[src/rtl/thor2023_dcache_way_sel_if.sv]
// thor2023_dcache_way_sel_if
// Interface bundle between the dcache memory state machine and the way
// selector: commit/ack strobes, the miss-allocation handshake and the
// selected-way outputs. The master modport drives the strobes and the slave
// modport is the way selector itself.

interface thor2023_dcache_way_sel_if #(
    parameter int WAYS = 4,
    parameter int SETS = 256
);
    localparam int WB = $clog2(WAYS);
    localparam int SB = $clog2(SETS);

    // committed access (ack & dce & acr)
    logic          acc_v_i;
    logic          acc_st_i;
    logic          acc_hit_i;
    logic [SB-1:0] acc_set_i;
    logic [WB-1:0] acc_way_i;

    // miss allocation request and fill commit
    logic            alloc_req_i;
    logic [SB-1:0]   alloc_set_i;
    logic [WAYS-1:0] valid_i;
    logic            wr_dc_i;
    logic            inv_all_i;

    // way selector results
    logic          alloc_rdy_o;
    logic          alloc_vld_o;
    logic [WB-1:0] alloc_way_o;
    logic [WB-1:0] wway_o;
    logic          busy_o;

    modport master (
        output acc_v_i, acc_st_i, acc_hit_i, acc_set_i, acc_way_i,
        output alloc_req_i, alloc_set_i, valid_i, wr_dc_i, inv_all_i,
        input  alloc_rdy_o, alloc_vld_o, alloc_way_o, wway_o, busy_o
    );

    modport slave (
        input  acc_v_i, acc_st_i, acc_hit_i, acc_set_i, acc_way_i,
        input  alloc_req_i, alloc_set_i, valid_i, wr_dc_i, inv_all_i,
        output alloc_rdy_o, alloc_vld_o, alloc_way_o, wway_o, busy_o
    );
endinterface

[src/rtl/thor2023_dcache_way_sel.sv]
// thor2023_dcache_way_sel
// Data-cache way selector for Thor2023. Tracks the way written by committed
// stores and fills (wway_o) and picks a victim way for miss allocation:
// lowest-index invalid way first, otherwise tree pseudo-LRU or LFSR-random.
// A per-set clear sweep runs after reset and after invalidate-all; busy_o is
// high while it runs and allocation requests are refused.
//
// Build option: define THOR2023_DCACHE_PLRU_EN to build the tree-PLRU table
// and use it for full-set victims. Without it, full-set victims come from the
// low bits of the 16-bit LFSR and touches are no-ops; the sweep still runs so
// busy_o timing does not depend on the option.

module thor2023_dcache_way_sel #(
    parameter int WAYS = 4,
    parameter int SETS = 256
) (
    input  logic                      clk,
    input  logic                      rst,
    thor2023_dcache_way_sel_if.slave  bus
);
    localparam int WB = $clog2(WAYS);
    localparam int SB = $clog2(SETS);

    // sweep controller states
    localparam logic [0:0] ST_IDLE  = 1'b0;
    localparam logic [0:0] ST_SWEEP = 1'b1;

    logic [0:0]    state;
    logic [SB-1:0] sweep_cnt;
    logic          busy;

    logic [15:0]   lfsr;

    logic          alloc_fire;
    logic          st_hit;
    logic          any_hit;
    logic          any_invalid;
    logic [WB-1:0] inv_way;
    logic [WB-1:0] full_victim;
    logic [WB-1:0] victim;

    logic          alloc_vld_q;
    logic [WB-1:0] alloc_way_q;
    logic [WB-1:0] wway_q;

    assign busy       = (state == ST_SWEEP);
    assign alloc_fire = bus.alloc_req_i & ~busy;
    assign st_hit     = bus.acc_v_i & bus.acc_st_i & bus.acc_hit_i;
    assign any_hit    = bus.acc_v_i & bus.acc_hit_i;

    // Sweep controller: walk every set once after reset or invalidate-all;
    // an invalidate-all arriving mid-sweep restarts the walk from set 0.
    always_ff @(posedge clk) begin
        if (rst) begin
            state     <= ST_SWEEP;
            sweep_cnt <= '0;
        end else if (state == ST_SWEEP) begin
            if (bus.inv_all_i) begin
                sweep_cnt <= '0;
            end else if (sweep_cnt == SB'(SETS - 1)) begin
                state <= ST_IDLE;
            end else begin
                sweep_cnt <= sweep_cnt + SB'(1);
            end
        end else if (bus.inv_all_i) begin
            state     <= ST_SWEEP;
            sweep_cnt <= '0;
        end
    end

    // Free-running 16-bit Fibonacci LFSR (taps 16,14,13,11), advances every cycle.
    always_ff @(posedge clk) begin
        if (rst) begin
            lfsr <= 16'hACE1;
        end else begin
            lfsr <= {lfsr[14:0], lfsr[15] ^ lfsr[13] ^ lfsr[12] ^ lfsr[10]};
        end
    end

    // Invalid-first: find the lowest-index way whose tag valid bit is clear.
    always_comb begin
        any_invalid = 1'b0;
        inv_way     = '0;
        for (int i = WAYS - 1; i >= 0; i--) begin
            if (!bus.valid_i[i]) begin
                any_invalid = 1'b1;
                inv_way     = WB'(i);
            end
        end
    end

    assign victim = any_invalid ? inv_way : full_victim;

`ifdef THOR2023_DCACHE_PLRU_EN
    // Tree geometry: WAYS-1 node bits per set, heap ordered (children 2n+1, 2n+2).
    localparam int NB = WAYS - 1;
    localparam int NW = (NB > 1) ? $clog2(NB) : 1;

    logic [NB-1:0] plru_tab [SETS];
    logic [SB-1:0] alloc_set_q;

    logic          plru_we;
    logic [SB-1:0] plru_addr;
    logic [NB-1:0] plru_wdata;

    // Point every node on the path to way w away from w (0 = victim in lower half).
    function automatic logic [NB-1:0] plru_touch(input logic [NB-1:0] bits,
                                                 input logic [WB-1:0] w);
        logic [NB-1:0] nbits;
        logic [WB-1:0] wsh;
        logic [NW-1:0] node;
        logic          b;
        nbits = bits;
        wsh   = w;
        node  = '0;
        for (int l = 0; l < WB; l++) begin
            b           = wsh[WB-1];
            nbits[node] = ~b;
            node        = NW'(2 * int'(node) + 1 + int'(b));
            wsh         = wsh << 1;
        end
        return nbits;
    endfunction

    // Follow the node bits from the root down to a leaf.
    function automatic logic [WB-1:0] plru_victim(input logic [NB-1:0] bits);
        logic [WB-1:0] v;
        logic [NW-1:0] node;
        logic          b;
        v    = '0;
        node = '0;
        for (int l = 0; l < WB; l++) begin
            b    = bits[node];
            v    = (v << 1) | WB'(b);
            node = NW'(2 * int'(node) + 1 + int'(b));
        end
        return v;
    endfunction

    assign full_victim = plru_victim(plru_tab[bus.alloc_set_i]);

    // Single PLRU write port: sweep clear, then fill touch, then hit touch.
    always_comb begin
        plru_we    = 1'b0;
        plru_addr  = '0;
        plru_wdata = '0;
        if (busy) begin
            plru_we    = 1'b1;
            plru_addr  = sweep_cnt;
            plru_wdata = '0;
        end else if (bus.wr_dc_i && alloc_vld_q) begin
            plru_we    = 1'b1;
            plru_addr  = alloc_set_q;
            plru_wdata = plru_touch(plru_tab[alloc_set_q], alloc_way_q);
        end else if (any_hit) begin
            plru_we    = 1'b1;
            plru_addr  = bus.acc_set_i;
            plru_wdata = plru_touch(plru_tab[bus.acc_set_i], bus.acc_way_i);
        end
    end

    // PLRU table storage; cleared set by set by the sweep rather than by reset.
    always_ff @(posedge clk) begin
        if (plru_we) begin
            plru_tab[plru_addr] <= plru_wdata;
        end
    end

    // Remember which set the outstanding allocation belongs to for the fill touch.
    always_ff @(posedge clk) begin
        if (rst) begin
            alloc_set_q <= '0;
        end else if (alloc_fire) begin
            alloc_set_q <= bus.alloc_set_i;
        end
    end
`else
    logic plru_unused;

    assign full_victim = lfsr[WB-1:0];
    assign plru_unused = ^{bus.acc_set_i, bus.alloc_set_i, any_hit};
`endif

    // Allocation result and write-way registers; fill commit has priority for wway.
    always_ff @(posedge clk) begin
        if (rst) begin
            alloc_vld_q <= 1'b0;
            alloc_way_q <= '0;
            wway_q      <= '0;
        end else begin
            if (alloc_fire) begin
                alloc_vld_q <= 1'b1;
                alloc_way_q <= victim;
            end else if (bus.wr_dc_i) begin
                alloc_vld_q <= 1'b0;
            end
            if (bus.wr_dc_i) begin
                wway_q <= alloc_way_q;
            end else if (st_hit) begin
                wway_q <= bus.acc_way_i;
            end
        end
    end

    assign bus.alloc_rdy_o = ~busy;
    assign bus.alloc_vld_o = alloc_vld_q;
    assign bus.alloc_way_o = alloc_way_q;
    assign bus.wway_o      = wway_q;
    assign bus.busy_o      = busy;

endmodule

[src/flat_wrapper.sv]
// flat-port wrapper written by rule: the top's interface ports become plain ports
module thor2023_dcache_way_sel_flat 
#(
    parameter int WAYS = 4,
    parameter int SETS = 256
)
  (clk, rst, bus_acc_v_i, bus_acc_st_i, bus_acc_hit_i, bus_acc_set_i, bus_acc_way_i, bus_alloc_req_i, bus_alloc_set_i, bus_valid_i, bus_wr_dc_i, bus_inv_all_i, bus_alloc_rdy_o, bus_alloc_vld_o, bus_alloc_way_o, bus_wway_o, bus_busy_o);
  thor2023_dcache_way_sel_if #(.WAYS(WAYS), .SETS(SETS)) bus_i ();
  input  logic clk;
  input  logic rst;
  input wire logic [$bits(bus_i.acc_v_i)-1:0] bus_acc_v_i;
  input wire logic [$bits(bus_i.acc_st_i)-1:0] bus_acc_st_i;
  input wire logic [$bits(bus_i.acc_hit_i)-1:0] bus_acc_hit_i;
  input wire logic [$bits(bus_i.acc_set_i)-1:0] bus_acc_set_i;
  input wire logic [$bits(bus_i.acc_way_i)-1:0] bus_acc_way_i;
  input wire logic [$bits(bus_i.alloc_req_i)-1:0] bus_alloc_req_i;
  input wire logic [$bits(bus_i.alloc_set_i)-1:0] bus_alloc_set_i;
  input wire logic [$bits(bus_i.valid_i)-1:0] bus_valid_i;
  input wire logic [$bits(bus_i.wr_dc_i)-1:0] bus_wr_dc_i;
  input wire logic [$bits(bus_i.inv_all_i)-1:0] bus_inv_all_i;
  output wire logic [$bits(bus_i.alloc_rdy_o)-1:0] bus_alloc_rdy_o;
  output wire logic [$bits(bus_i.alloc_vld_o)-1:0] bus_alloc_vld_o;
  output wire logic [$bits(bus_i.alloc_way_o)-1:0] bus_alloc_way_o;
  output wire logic [$bits(bus_i.wway_o)-1:0] bus_wway_o;
  output wire logic [$bits(bus_i.busy_o)-1:0] bus_busy_o;
  assign bus_i.acc_v_i = bus_acc_v_i;
  assign bus_i.acc_st_i = bus_acc_st_i;
  assign bus_i.acc_hit_i = bus_acc_hit_i;
  assign bus_i.acc_set_i = bus_acc_set_i;
  assign bus_i.acc_way_i = bus_acc_way_i;
  assign bus_i.alloc_req_i = bus_alloc_req_i;
  assign bus_i.alloc_set_i = bus_alloc_set_i;
  assign bus_i.valid_i = bus_valid_i;
  assign bus_i.wr_dc_i = bus_wr_dc_i;
  assign bus_i.inv_all_i = bus_inv_all_i;
  assign bus_alloc_rdy_o = bus_i.alloc_rdy_o;
  assign bus_alloc_vld_o = bus_i.alloc_vld_o;
  assign bus_alloc_way_o = bus_i.alloc_way_o;
  assign bus_wway_o = bus_i.wway_o;
  assign bus_busy_o = bus_i.busy_o;
  thor2023_dcache_way_sel #(.WAYS(WAYS), .SETS(SETS)) u_core (.clk(clk), .rst(rst), .bus(bus_i));
endmodule
[config.mk]
export PLATFORM = sky130hd
export DESIGN_NAME = thor2023_dcache_way_sel_flat
export DESIGN_NICKNAME = d
export VERILOG_FILES = /design/src/rtl/thor2023_dcache_way_sel_if.sv /design/src/rtl/thor2023_dcache_way_sel.sv /design/src/flat_wrapper.sv
export SDC_FILE = /design/constraint.sdc
export NUM_CORES = 1
export LEC_CHECK = 0
export ABC_AREA = 1
export BUFFER_PORTS_ARGS = -buffer_cell sky130_fd_sc_hd__buf_4
export CAP_MARGIN = 20
export CORE_AREA = 4 4 58 54
export DETAILED_ROUTE_END_ITERATION = 8
export DIE_AREA = 0 0 62 58
export PLACE_DENSITY_LB_ADDON = 0.25
export SLEW_MARGIN = 10
export SYNTH_ARGS = -nofsm -noshare
export SYNTH_HDL_FRONTEND = slang
export SYNTH_SLANG_ARGS = --single-unit
[constraint.sdc]
create_clock -name clk -period 1.35 [get_ports clk]
set_input_delay 0.27 -clock clk [delete_from_list [all_inputs] [get_ports clk]]
set_output_delay 0.27 -clock clk [all_outputs]
set_load 0.05 [all_outputs]
Word-level counts from Yosys, hierarchy flattened
Index checks and enable logic that the tools add are counted.
{ "classes": {"addsub": 1, "n_eq_ne": 2, "mux": 21, "bitwise": 7, "n_reduce_logical": 4} }
{ "ops": {"columns": ["op", "count"], "rows": [
  ["$mux W8", 4],
  ["$mux W2", 7],
  ["$mux W1", 10],
  ["$add A8 B1 Y8 const B", 1],
  ["$eq A8 B8 Y1 const B", 1],
  ["$reduce_bool A2 Y1", 3],
  ["$and A1 B1 Y1", 3],
  ["$xor A1 B1 Y1", 3],
  ["$ne A2 B2 Y1 const B", 1],
  ["$reduce_and A2 Y1", 1],
  ["$not A1 Y1", 1]
]} }
{ "word_totals": {"reg_bits": 30, "inputBits": 30, "output_inout_bits": 7} }

Logic depth before layout (Yosys ltp)
Gate-level depths: netlist of the first run.
{ "depth": {"depth_word": 5, "depth_mapped": 8} }

Least setup slack after synthesis of the first run
OpenSTA, ideal clock, no wires.
{ "synth_path": {"kind": "register to register", "from": "register u_core.state (netlist: u_core.bus.busy_o)", "to": "register u_core.alloc_way_q[1] (netlist: u_core.bus.alloc_way_o[1])", "setup_ns": 0.118, "arrival_time_ns": 1.454, "required_time_ns": 1.232, "setup_slack_ns": -0.221, "stages_incl_launch_ff": 7, "path_buffers": 1, "cell_sequence": "dfxtp_1 -> buf_6 -> inv_1 -> nand2_1 -> inv_1 -> o21ai_0 -> nor2_1"} }
{ "synth_between": {"elab_chain_cells": 2} }
{ "synth_lines": {"columns": ["element", "line_no", "text"], "rows": [
  ["start: declaration", "thor2023_dcache_way_sel.sv:28", "logic [0:0] state;"],
  ["start signal: assignment", "thor2023_dcache_way_sel.sv:55", "state <= ST_SWEEP;"],
  ["start signal: assignment", "thor2023_dcache_way_sel.sv:61", "state <= ST_IDLE;"],
  ["start signal: assignment", "thor2023_dcache_way_sel.sv:66", "state <= ST_SWEEP;"],
  ["$not A1 Y1", null, null],
  ["net bus_alloc_rdy_o", "flat_wrapper.sv:21", "output wire logic [$bits(bus_i.alloc_rdy_o)-1:0] bus_alloc_rdy_o;"],
  ["$and A1 B1 Y1", "thor2023_dcache_way_sel.sv:47", "assign alloc_fire = bus.alloc_req_i & ~busy;"],
  ["end signal: assignment", "thor2023_dcache_way_sel.sv:193", "alloc_way_q <= victim;"],
  ["end: declaration", "thor2023_dcache_way_sel.sv:43", "logic [WB-1:0] alloc_way_q;"]
]} }
The timed path passes the listed nets, and every way through them passes these cells.
A chain may end at the register's enable or synchronous reset.

Worst setup path after layout of the first run
{ "layout_path": {"from": "register u_core.sweep_cnt[1]", "to": "register u_core.sweep_cnt[3]"} }
{ "layout_between": {"elab_chain_cells": 4, "word_cells_on_any_way": 7} }
{ "layout_lines": {"columns": ["element", "line_no", "text"], "rows": [
  ["start: declaration", "thor2023_dcache_way_sel.sv:29", "logic [SB-1:0] sweep_cnt;"],
  ["start signal: assignment", "thor2023_dcache_way_sel.sv:63", "sweep_cnt <= sweep_cnt + SB'(1);"],
  ["$add A8 B1 Y8", "thor2023_dcache_way_sel.sv:63", null],
  ["$mux W8", "thor2023_dcache_way_sel.sv:60", "end else if (sweep_cnt == SB'(SETS - 1)) begin"],
  ["$mux W8", "thor2023_dcache_way_sel.sv:58", "if (bus.inv_all_i) begin"],
  ["$mux W8", "thor2023_dcache_way_sel.sv:57", "end else if (state == ST_SWEEP) begin"]
]} }
Parallel ways exist; a longest one is shown, timed or not. The select of a mux whose other input is x is not followed.

==> results.yml, run 1 <==
status:
  outcome: "finished, final reports clean"
finish:
  layout-area-overhead-vs-synth_pct: 23.8
  drive_gt1_share_pct: 31.6
  fin_nets: 207
  utilization_pct: 59.6
  num_antenna_cells: 0
timing:
  tightest_slew_ns: 0.255
  clock-skew-final_ns: 0.00685
  relSlewSlack_pct: 83.0
  fin_crit_sh_pct: 93.1
  final_hold_viol_count: 0
  final-setup-viol-count: 0
  fmax_mhz: 795
  finalCriticalPeriod_ns: 1.26
  slew_violations: 0
  rsz0062_at_grt: "false"
  tns_ns: 0
  final.setup.worst_slack_ns: 0.0928
placement:
  gp_congestion: 0.797
  port_buffers: 20
  hpwl_um: 1590
  dp_slack_ns: 0.0507
setup_path:
  reg2reg_depth: 8
  endpoint_kind: "register"
  r2r-start: "u_core.sweep_cnt[1]"
  ff2ff_setup_slack_ns: 0.09
  path_class: "register to register"
  slowest_delay_ns: 0.35
  r2r-end: "u_core.sweep_cnt[3]"
  path_max_fanout: 9
  cp_common_cell: "nand2_2"
  start_kind: "register"
  path_cells: "ha_2 > nand2_2 > nor2_4 > nand2_4 > nand2_8 > nand2_2 > nand3_1 > nand2_1"
  critPathRequiredTime_ns: 1.58
  crit_arrival_ns: 1.48
  crit_path_top_delay_cell: "dfxtp_2"
flow_run:
  cap_violations: 0
hold_path:
  min_to: "u_core.bus.wway_o[0]"
  min_from: "bus_acc_way_i[0]"
  hold_path_class: "input port to register"
  holdPathStages: 3
die:
  core_um2: 2490
  rows: 17
  initial_core_util_pct: 48.2
  fp.dieH_um: 58
  fp.dieW_um: 62
  ios: 37
  die-area_um2: 3600
global_route:
  grt_max_degree: 18
  grt_pass1_vias: 978
  grt_use_met1_pct: 18.9
  grtUsageMet2_pct: 21.4
  antenna_found_initial: 0
  met3_usage_pct: 6.68
  busiest_layer: "met2"
  grt_first_pass_wirelength_um: 4010
  grt_usage_pct: 15.0
  globalRoute.totalOverflow: 0
synthesis:
  yosysTopAreaCell: "dfxtp_1"
  synthTopCellsByArea: "dfxtp_1 (50%), inv_1 (7.5%), nand2_1 (7.5%)"
  synth.yosys.seq_area_share_pct: 50.1
  yosys-top-cells-count: "dfxtp_1 (30), inv_1 (24), nand2_1 (24), nor2_1 (15), nand3_1 (10)"
  synth_nets: 179
  synth_most_common_cell: "dfxtp_1"
  synthArstFlopShare_pct: 0
  ys.flop_type: "dfxtp_1"
  synth-edff-count: 0
  ys_seq_elements: 30
  syn-instance-count: 148
  synth_cell_types: 24
  yosysTopAreaCellShare_pct: 50.1
  synth.avg_cell_area_um2: 8.10
  synth_warnings: 0
  syn_area_um2: 1200
clocking:
  htree_levels: 2
  clock-sinks: 30
  clk_latency_ns: 0.32
  path_clk_slew_ns: 0.10
  cts_root_buffer: "clkbuf_4"
  numCtsBuffers: 5
  cts_max_path_buffers: 2
  cts_tree: "done"
  hold_buffers: 0
routing:
  drt_first_pass_iters: 4
  drt-total-wl_um: 2170
  wire_per_inst_um: 10.6
  drtAntennaViolNets: 0
  num_vias: 978
  vias_per_cell: 4.77
  post-route-drc-count: 0
  drt_iter0_drc: 23
power:
  leakage_nw: 0.713
  irDropWorstVdd_v: 0.000936
  power_density_nw_per_um2: 1100
## report_power, final
group | internal (mW) | switching (mW)
combinational | 0.0651 | 0.0718
sequential | 0.922 | 0.0150
clock | 0.252 | 0.306
## logic make-up (layout without fill, tap and decap cells)
logic type | Yosys count | after routing | synth area share, %
AOI/OAI and AO/OA | 21 | 21 | 10.2
xor gates and xnor gates | 4 | 4 | 2.92
adders and majority gates | 1 | 1 | 1.04
buffers and inverters | 27 | 56 | 9.08
DFF | 30 | 30 | 50.1
and+or+nand+nor | 65 | 65 | 26.6
## worst max-delay path by stage
| stage | startpoint | to | slack (ns) | depth (start not counted) |
|---|---|---|---|---|
| 6_report | u_core.sweep_cnt[1] | u_core.sweep_cnt[3] | 0.09 | 8 |
| 2_1_floorplan | u_core.bus.busy_o | u_core.bus.alloc_way_o[1] | 0.003 | 6 |
| 3_5_place_dp | u_core.sweep_cnt[1] | u_core.sweep_cnt[0] | 0.05 | 7 |
| 3_3_place_gp | u_core.sweep_cnt[1] | u_core.sweep_cnt[0] | 0.09 | 7 |
| 4_1_cts | u_core.sweep_cnt[1] | u_core.sweep_cnt[0] | 0.03 | 7 |
| 5_1_grt | u_core.sweep_cnt[1] | u_core.sweep_cnt[7] | 0.008 | 8 |
## layout make-up
type / count / area [um2]
Multi-Input combinational cell: 91 / 509
Inverter: 25 / 97.6
Sequential cell: 30 / 607
Fill cell: 222 / 1000
Timing Repair Buffer: 23 / 173
Clock inverter: 2 / 11.3
Clock buffer: 6 / 51.3
Tap cell: 28 / 35.0
## cell usage in the layout (no fill, tap or decap), types with 5 or more instances in the layout
master	Yosys	final
inv_1	24	23
buf_4	0	23
o21ai_0	6	6
nand3_1	10	10
dfxtp_1	30	27
clkbuf_4	0	5
a21oi_1	6	6
nor2_1	15	15
nand2_1	24	22
or2_2	7	7
## repair_timing
| action | CTS | global route |
|---|---|---|
| gates resized for setup | 0 | 6 |
| endpoints found under the setup margin | 1 | 8 |
| gates cloned | 0 | 0 |
| buffers inserted | 1 | 0 |
| pin swaps | 0 | 1 |
## critical path, delay by kind of cell, from the launching register on
kind / cells / cell delay [ns]
AND/OR/NAND/NOR: 7 / 0.63
adder cells (fa/ha/maj): 1 / 0.18
flip-flops: 1 / 0.35
## per-layer routing
layer	up-vias	part of all wire, %
li1	523	-
met1	429	48
met2	21	44
met3	5	6.1
met4	0	2.0
met5	-	0
## per-stage QoR
step	cell area [um2]	hold slack [ns]	std cells	total power, mW
global placement	1390	0.391	196	1.09
floorplan	1210	0.374	148	1.03
finish	1480	0.213	205	1.63
global route	1480	0.199	205	1.72
detailed placement	1390	0.395	196	1.09
CTS	1460	0.200	205	1.65
## registers in the layout (all words and copies together) (netlist names)
signal and cells:
u_core.sweep_cnt 8, u_core.bus.alloc_way_o 2, u_core.bus.wway_o 2, u_core.lfsr 16, u_core.bus.alloc_vld_o 1, u_core.bus.busy_o 1
(Power assumes the default switching activity.)
==> inputs of run 2 (changes only) <==
--- a/config.mk
+++ b/config.mk
@@ -12,6 +12,7 @@
 export DETAILED_ROUTE_END_ITERATION = 8
 export DIE_AREA = 0 0 62 58
 export PLACE_DENSITY_LB_ADDON = 0.25
+export REMOVE_ABC_BUFFERS = 1
 export SLEW_MARGIN = 10
 export SYNTH_ARGS = -nofsm -noshare
 export SYNTH_HDL_FRONTEND = slang
==> run 2 against run 1 <==
Net effect:
- wire length rose by 14%
- final cell count did not move
- total power rose by 23%
- flip-flop and latch count did not move
- global-route usage rose by 1.1 points
- critical path type unchanged
- design area rose by 2.1%
- sequential share of layout area fell by 1.1 points
- first-iteration DRC count rose to 3.0 times the previous value
- critical endpoint is now u_core.sweep_cnt[0]
- register-to-register slack got worse by 0.03 ns
- worst setup slack got worse by 0.033 ns
- core utilization rose by 1.3 points
- fmax fell by 2.6%
==> results.yml, run 2 (synthesized netlist as in run 1, its figures left out) <==
status:
  outcome: "finished, final reports clean"
finish:
  reg.largest.list: "u_core.lfsr x16, u_core.sweep_cnt x8"
  fin_cells: 205
  layout-area-overhead-vs-synth_pct: 26.4
  top_register: "u_core.lfsr"
  layout_commonest_cell: "dfxtp_1"
  fin_nets: 207
  largest_reg_flops: 16
  fillers: 223
  multi_input_area_um2: 499
  layout_common_cells: "dfxtp_1 (28), inv_1 (24), nand2_1 (23), buf_4 (23), nor2_1 (15)"
  num_antenna_cells: 0
  seq_area_um2: 603
  drive_gt1_share_pct: 29.4
placement:
  placed_cells_incl_taps: 197
  port_buffers: 20
  hpwl_um: 1810
  dp_slack_ns: 0.0276
  gp_congestion: 0.830
timing:
  fin_crit_sh_pct: 95.6
  finalCriticalPeriod_ns: 1.29
  relSlewSlack_pct: 82.8
  tightest_slew_ns: 0.258
  clock-skew-final_ns: 0.00358
  slew_violations: 0
  fmax_mhz: 775
  final-setup-viol-count: 0
  final_hold_viol_count: 0
  final.setup.worst_slack_ns: 0.0595
setup_path:
  start_kind: "register"
  path_class: "register to register"
  crit_buf_inv: 0
  endpoint_kind: "register"
  slowest_delay_ns: 0.34
  path_max_fanout: 9
  critPathRequiredTime_ns: 1.57
  crit_path_top_delay_cell: "dfxtp_1"
  path_cells: "ha_2 > nand2_2 > nor2_4 > nand2_4 > nand2_8 > xor2_1 > nor2_1"
  crit_arrival_ns: 1.51
  critPathTopFamily: "simple AND/OR/NAND/NOR gates"
die:
  fp.dieH_um: 58
  die-area_um2: 3600
  core_um2: 2490
  initial_core_util_pct: 48.2
  rows: 17
  ios: 37
  fp.dieW_um: 62
routing:
  drt_first_pass_iters: 6
  wire_per_inst_um: 12.0
  vias_per_cell: 4.87
  drt_iter0_drc: 70
  post-route-drc-count: 0
  num_vias: 999
  drt-total-wl_um: 2470
  drtAntennaViolNets: 0
clocking:
  path_clk_slew_ns: 0.09
  cts_max_path_buffers: 2
  clock-sinks: 30
  cts_tree: "done"
  htree_levels: 2
  numCtsBuffers: 5
  hold_buffers: 0
  cts_setup_buffers: 0
  cts_root_buffer: "clkbuf_4"
  clk_latency_ns: 0.33
power:
  leakage_nw: 0.741
  power_density_nw_per_um2: 1330
  irDropWorstVdd_v: 0.00106
hold_path:
  hold_path_class: "input port to register"
global_route:
  globalRoute.totalOverflow: 0
  grt_first_pass_wirelength_um: 4200
  grt_max_degree: 18
  grt_pass1_vias: 1002
  grt_usage_pct: 16.1
  antenna_found_initial: 0
flow_run:
  cap_violations: 0
-- run 2: repair_timing --
action                                 CTS  global route
setup endpoints to repair                0             9
resized for setup                        0             5
endpoints found under the hold margin    0             0
-- run 2: worst min-delay path, cell delays in order --
cell     delay (ns)
buf_4          0.11
nand2_1        0.05
a31oi_1        0.07
-- run 2: layout make-up --
type | count | share of cell area, %
repair buffers | 23 | 11.4
inverters | 25 | 6.19
multi-input cells | 91 | 32.9
clock buffers | 6 | 3.39
flip-flops and latches | 30 | 39.8
clock inverters | 2 | 3.96
well taps | 28 | 2.31
-- run 2: path summary, 6_finish.rpt --
path / start / to / slack (ns) / depth (start not counted)
setup / recovery: u_core.sweep_cnt[0] / u_core.sweep_cnt[0] / 0.06 / 7
setup reg to reg: u_core.sweep_cnt[0] / u_core.sweep_cnt[0] / 0.06 / 7
hold reg to reg: u_core.lfsr[7] / u_core.lfsr[8] / 0.41 / 2
hold / removal: bus_acc_way_i[0] / u_core.bus.wway_o[0] / 0.21 / 3
-- run 2: per-stage QoR --
stage | TNS, ns | utilization [%] | instance area [um2] | power, mW | hold slack, ns
2_1_floorplan | -1.36 | - | 1180 | 1.03 | 0.339
3_3_place_gp | 0 | 55.9 | 1390 | 1.09 | 0.391
3_5_place_dp | 0 | 55.9 | 1390 | 1.10 | 0.400
4_1_cts | 0 | 60.4 | 1500 | 2.04 | 0.194
5_1_grt | -0.00273 | 60.9 | 1520 | 2.10 | 0.214
6_report | 0 | 60.9 | 1520 | 2.01 | 0.211
-- run 2: routing by layer --
layer / up-vias / routed length, um / GRT usage (%)
li1: 519 / - / -
met3: 6 / 101 / 7.35
met5: - / 0 / 0
met1: 461 / 1060 / 18.0
met4: 0 / 42 / 5.45
met2: 13 / 1260 / 26.6
-- run 2: report_power, final --
| group | internal [mW] | switching, mW |
|---|---|---|
| Clock | 0.627 | 0.309 |
| Sequential | 0.924 | 0.0154 |
| Combinational | 0.0646 | 0.0745 |
